**config.mk**
```make
export PLATFORM = sky130hd
export DESIGN_NAME = apb_req_arbiter
export DESIGN_NICKNAME = d
export VERILOG_FILES = /design/src/rtl/apb_req_arbiter.sv
export SDC_FILE = /design/constraint.sdc
export NUM_CORES = 1
export LEC_CHECK = 0
export ABC_AREA = 1
export BUFFER_PORTS_ARGS = -buffer_cell sky130_fd_sc_hd__buf_2
export CORE_ASPECT_RATIO = 0.7
export CORE_MARGIN = 1.5
export CORE_UTILIZATION = 45
export CTS_BUF_LIST = sky130_fd_sc_hd__clkbuf_16
export CTS_CLUSTER_DIAMETER = 40
export CTS_CLUSTER_SIZE = 40
export DETAILED_ROUTE_END_ITERATION = 7
export PLACE_DENSITY = 0.78
export SLEW_MARGIN = 0
export SYNTH_ARGS = -nofsm -noshare
export SYNTH_HDL_FRONTEND = slang
export SYNTH_SLANG_ARGS = --single-unit
export TNS_END_PERCENT = 10
```
**constraint.sdc**
```tcl
create_clock -name pclk -period 4.37 [get_ports pclk]
set_clock_uncertainty 0.15 [all_clocks]
set_input_delay 1.311 -clock pclk [delete_from_list [all_inputs] [get_ports pclk]]
set_output_delay 1.311 -clock pclk [all_outputs]
set_load 0.02 [all_outputs]
```
**src/rtl/apb_req_arbiter.sv**
```systemverilog
// Two-requester round-robin arbiter that serialises read/write commands onto
// the APB master bridge and routes the completion (or timeout) back to the owner.
module apb_req_arbiter #(
  parameter int AW      = 9,
  parameter int DW      = 8,
  parameter int TIMEOUT = 16
) (
  input  logic          pclk,
  input  logic          presetn,
  input  logic          req0_valid,
  input  logic          req0_write,
  input  logic [AW-1:0] req0_addr,
  input  logic [DW-1:0] req0_wdata,
  output logic          req0_ready,
  input  logic          req1_valid,
  input  logic          req1_write,
  input  logic [AW-1:0] req1_addr,
  input  logic [DW-1:0] req1_wdata,
  output logic          req1_ready,
  output logic          resp0_valid,
  output logic          resp0_err,
  output logic [DW-1:0] resp0_rdata,
  output logic          resp1_valid,
  output logic          resp1_err,
  output logic [DW-1:0] resp1_rdata,
  output logic          transfer,
  output logic          read_write,
  output logic [AW-1:0] apb_write_paddr,
  output logic [DW-1:0] apb_write_data,
  output logic [AW-1:0] apb_read_paddr,
  input  logic [DW-1:0] apb_read_data_out,
  input  logic          xfer_done
);

  localparam logic [1:0] IDLE = 2'd0;
  localparam logic [1:0] BUSY = 2'd1;
  localparam logic [1:0] RESP = 2'd2;

  localparam int CW = (TIMEOUT > 2) ? $clog2(TIMEOUT) : 1;
  localparam logic [CW-1:0] CNT_LAST = CW'(TIMEOUT - 1);

  logic [1:0]    state_reg;
  logic          last_grant_reg;
  logic          owner_reg;
  logic          write_reg;
  logic          rw_reg;
  logic          err_reg;
  logic [CW-1:0] cnt_reg;
  logic [AW-1:0] waddr_reg;
  logic [AW-1:0] raddr_reg;
  logic [DW-1:0] wdata_reg;
  logic [DW-1:0] rdata_reg;

  logic          grant0;
  logic          grant1;
  logic          accept;
  logic          sel_write;
  logic [AW-1:0] sel_addr;
  logic [DW-1:0] sel_wdata;

  // On a tie the requester that did not win last time gets the grant.
  assign grant0 = req0_valid & (~req1_valid | last_grant_reg);
  assign grant1 = req1_valid & (~req0_valid | ~last_grant_reg);
  assign accept = (state_reg == IDLE) & (grant0 | grant1);

  assign req0_ready = (state_reg == IDLE) & grant0;
  assign req1_ready = (state_reg == IDLE) & grant1;

  assign sel_write = grant1 ? req1_write : req0_write;
  assign sel_addr  = grant1 ? req1_addr  : req0_addr;
  assign sel_wdata = grant1 ? req1_wdata : req0_wdata;

  always_ff @(posedge pclk or negedge presetn) begin
    if (!presetn) begin
      state_reg      <= IDLE;
      last_grant_reg <= 1'b1;
      owner_reg      <= 1'b0;
      write_reg      <= 1'b0;
      rw_reg         <= 1'b0;
      err_reg        <= 1'b0;
      cnt_reg        <= '0;
      waddr_reg      <= '0;
      raddr_reg      <= '0;
      wdata_reg      <= '0;
      rdata_reg      <= '0;
    end else begin
      case (state_reg)
        IDLE: begin
          if (accept) begin
            owner_reg      <= grant1;
            last_grant_reg <= grant1;
            write_reg      <= sel_write;
            rw_reg         <= ~sel_write;
            cnt_reg        <= '0;
            if (sel_write) begin
              waddr_reg <= sel_addr;
              wdata_reg <= sel_wdata;
            end else begin
              raddr_reg <= sel_addr;
            end
            state_reg <= BUSY;
          end
        end
        BUSY: begin
          // Completion takes priority over a timeout landing on the same edge.
          if (xfer_done) begin
            rdata_reg <= write_reg ? '0 : apb_read_data_out;
            err_reg   <= 1'b0;
            state_reg <= RESP;
          end else if (cnt_reg == CNT_LAST) begin
            rdata_reg <= '0;
            err_reg   <= 1'b1;
            state_reg <= RESP;
          end else begin
            cnt_reg <= cnt_reg + 1'b1;
          end
        end
        RESP: begin
          state_reg <= IDLE;
        end
        default: begin
          state_reg <= IDLE;
        end
      endcase
    end
  end

  assign transfer        = (state_reg == BUSY);
  assign read_write      = rw_reg;
  assign apb_write_paddr = waddr_reg;
  assign apb_write_data  = wdata_reg;
  assign apb_read_paddr  = raddr_reg;

  assign resp0_valid = (state_reg == RESP) & ~owner_reg;
  assign resp1_valid = (state_reg == RESP) &  owner_reg;
  assign resp0_err   = resp0_valid & err_reg;
  assign resp1_err   = resp1_valid & err_reg;
  assign resp0_rdata = resp0_valid ? rdata_reg : '0;
  assign resp1_rdata = resp1_valid ? rdata_reg : '0;

endmodule

```
==> metrics list <==
- Before antenna repair, the detailed router went through 5 iterations.
- Post-layout total power: ~0.0019 W
* Slew at the pin closest to its max-slew limit: between 0.9 and 1 ns
- Chip Height: between 60 and 70 µm
- Of all cell types, the one taking the most synthesized area is dfrtp_1.
- The region available for standard cell placement spans between 4000 and 5000 µm².
* Final weighted congestion in routability-driven placement: between 0.8 and 0.9
- The flow ran to the end, and the final reports show no timing, DRC or antenna violations.
* Detailed placement HPWL: around 4.2 mm
* Source of the critical timing path: req1_valid
* Total via count after detailed routing: 2288
- Initial antenna violation count: 0
* Top post-synthesis cells by area: dfrtp_1 (47%), nand2_1 (19%), nand3_1 (11%)
* Antenna Violating Nets Remaining: 0
* Count of final hold-check violations: 0
- The clock period could shrink to around 3.4 ns.
- Across the VDD grid, the largest voltage drop is about 0.00029 V.
* Gate count of the mapped netlist: between 300 and 400
* Fraction of the yosys area taken by sequential cells: around half
- Hold bufs inserted after CTS: 0
- Using the TritonRoute via totals, the vias-per-cell ratio works out to just under 5.
- Filler cell count: between 400 and 500
- Average footprint of a synthesized cell: 7.63 µm²
- Routed length per placed instance: about 13 µm
- The die covers 5600 µm².
- Cell internal power was estimated by the tool at around 0.0011 W.
- Minimum setup slack among reg-to-reg paths: ~2.4 ns
* TritonCTS clock tree: done
* Clock Path Buffers: 2
- The first global-routing pass estimated 9.25 mm of wire.
- Port buffer count: roughly 100
- Headroom to the max-slew limit came out at around a third.
- Leak: between 1.5 and 2 nW
- In this run the number of H-tree levels came out at 2.
- TritonCTS Sinks: 45
- For this design the ratio of total power to cell area is ~640 nW/µm².
- Number of clock buffers inserted by TritonCTS: 5
- Summed over all layers, the global routing overflow is 0.
- The number of gates resized after CTS was 0.
* Share of the clock period used by the worst path after layout: around four fifths
- Area share of the leading cell type in the synthesized netlist: 47.4%
* Number of nets in the synthesized netlist: around 350
- Final setup violation count: 0
- Reg2reg start: last_grant_reg
- Die X-Extent: just under 90 µm
- The clock network burns around 18% of the power.
- Synth warn: 0
- Yosys mapped the design onto 23 distinct sky130hd cell types.
- Switching power total: between 0.0008 and 0.0009 W
* Fmax: a little under 0.3 GHz
- After detailed routing, the number of remaining DRC violations is 0.
* Maximum net fanout on the critical path: 14
- Proportion of power drawn by flip-flops and latches: between 30 and 40%
* Register bit count reported by yosys: between 40 and 50
* DRC violation total after the first TritonRoute iteration: around 120
* Post-Route Setup TNS: 0 ns
- Start point of the worst hold path: apb_write_data[2]
- Buffers added to address setup during post-CTS repair amount to 0.
* Cell Area, Synth: 2320 µm²
- Combinational group share of total power: between 40 and 50%
- After detailed routing, the total wire length is ~5.9 mm.
- Worst setup path category: input port to output pin
- Startpoint class of the critical path: input port
* Classification of the worst-slack hold path: register to register
- Fin nets: 450
* Clock slew at the register clock pins of the worst setup and hold paths: about 0.060 ns
* Maximum capacitance violations: 0
- In this run the clock root is driven by a clkbuf_16.
- Total Routing Usage GR: a little over a fifth
- 0 antenna diodes ended up in the layout.
- Worst Path Required: between 2 and 3 ns
- Pin count of the biggest net entering global routing: 46
- Compared with the post-synthesis result, the final layout area differs by 27.2%.
- Unrepaired setup endpoints after global routing: no
* Site row count: 21
* Fraction of layout cells with a size suffix above 1: a little under a third
* Number of global-route vias before repair: ~2000
- Insertion delay of the later-clocked pin in the worst-skew pair: roughly 0.28 ns
- Initial cell density of the core: a little under half
- At the worst endpoint, the arrival time is about 2.0 ns.
- In this run switching power makes up between 40% and 50% of total power.
- The max-slew violation total from the final report is 0.
- For this design the top-level I/O count stands at 99.
- STA classifies the critical path endpoint as an output pin.
==> cell usage after synthesis (all sizes together) <==
library cell / number
dfrtp: 44
nand3: 52
nor3: 2
ha: 1
buf: 11
nand4: 1
dfstp: 1
a21oi: 2
or2: 1
xnor2: 1
nand3b: 1
nand2: 128
nor2: 24
o21ai: 12
inv: 23
==> placed cells by master (no fill, tap or decap), drive strengths merged <==
cell / synthesis / layout
or2: 1 / 1
o21ai: 12 / 12
xnor2: 1 / 1
nand4: 1 / 1
a21oi: 2 / 2
nor2: 24 / 24
nor3: 2 / 2
clkbuf: 0 / 5
dfrtp: 44 / 44
nand2: 128 / 128
clkinv: 0 / 1
inv: 23 / 24
nand3: 52 / 52
nand3b: 1 / 1
dfstp: 1 / 1
buf: 11 / 100
ha: 1 / 1
==> cell type report <==
cell class                      instances  area, µm²  share of cell area [%]
Sequential cell                        45       1130                    38.2
Inverter                               23       86.3                    2.92
Clock buffer                            5        125                    4.24
Multi-Input combinational cell        225       1010                    34.3
Clock inverter                          2       7.51                   0.254
Tap cell                               69       86.3                    2.92
Timing Repair Buffer                  100        505                    17.1
==> routing by layer <==
layer / share of wire (%) / vias to the layer above / global-route usage [%]
li1: - / 1146 / -
met1: 49 / 1072 / 31.1
met2: 45 / 68 / 32.1
met3: 5.7 / 2 / 4.72
met4: 0.51 / 0 / 5.66
met5: 0 / - / 0
==> power groups by stage <==
stage	Sequential, W	Combinational, W	Clock, W
after floorplan	0.000847	0.000469	0
after detailed placement	0.000718	0.000839	0
after global routing	0.000735	0.000934	0.000373
after CTS	0.000715	0.000841	0.000353
final	0.000715	0.000835	0.000344
after global placement	0.000714	0.000819	0
==> per-stage QoR <==
stage | instances | area (µm²) | util [%] | hold slack, ns | worst slack (ns)
final | 469 | 2950 | 60.7 | 0.318 | 0.944
after global routing | 469 | 2950 | 60.7 | 0.333 | 0.872
after CTS | 469 | 2950 | 60.7 | 0.319 | 0.943
after detailed placement | 462 | 2820 | 58.0 | 0.305 | 0.939
after global placement | 462 | 2820 | 58.0 | 0.300 | 0.950
after floorplan | 304 | 2320 | - | 0.300 | 0.816
==> worst max-delay path: stages <==
cell	delay [ns]
buf_2	0.25
nand3_1	0.17
inv_1	0.07
buf_2	0.15
==> path summary, 6_finish.rpt <==
kind / end / cells after the start
setup / recovery: req1_ready / 4
hold / removal: apb_write_data[2] / 2
setup reg to reg: apb_write_paddr[1] / 8
hold reg to reg: apb_write_data[2] / 2
max in group asynchronous: apb_write_paddr[7] / 1
min in group asynchronous: rdata_reg[5] / 1
==> logic make-up after synthesis <==
kind of cell | synth area share [%]
and+or+nand+nor | 39.2
DFF | 48.6
buffers and inverters | 7.76
AOI/OAI and AO/OA | 3.50
xor gates and xnor gates | 0.377
adders and majority gates | 0.539
Note: power is estimated with default switching activity, not from simulation.
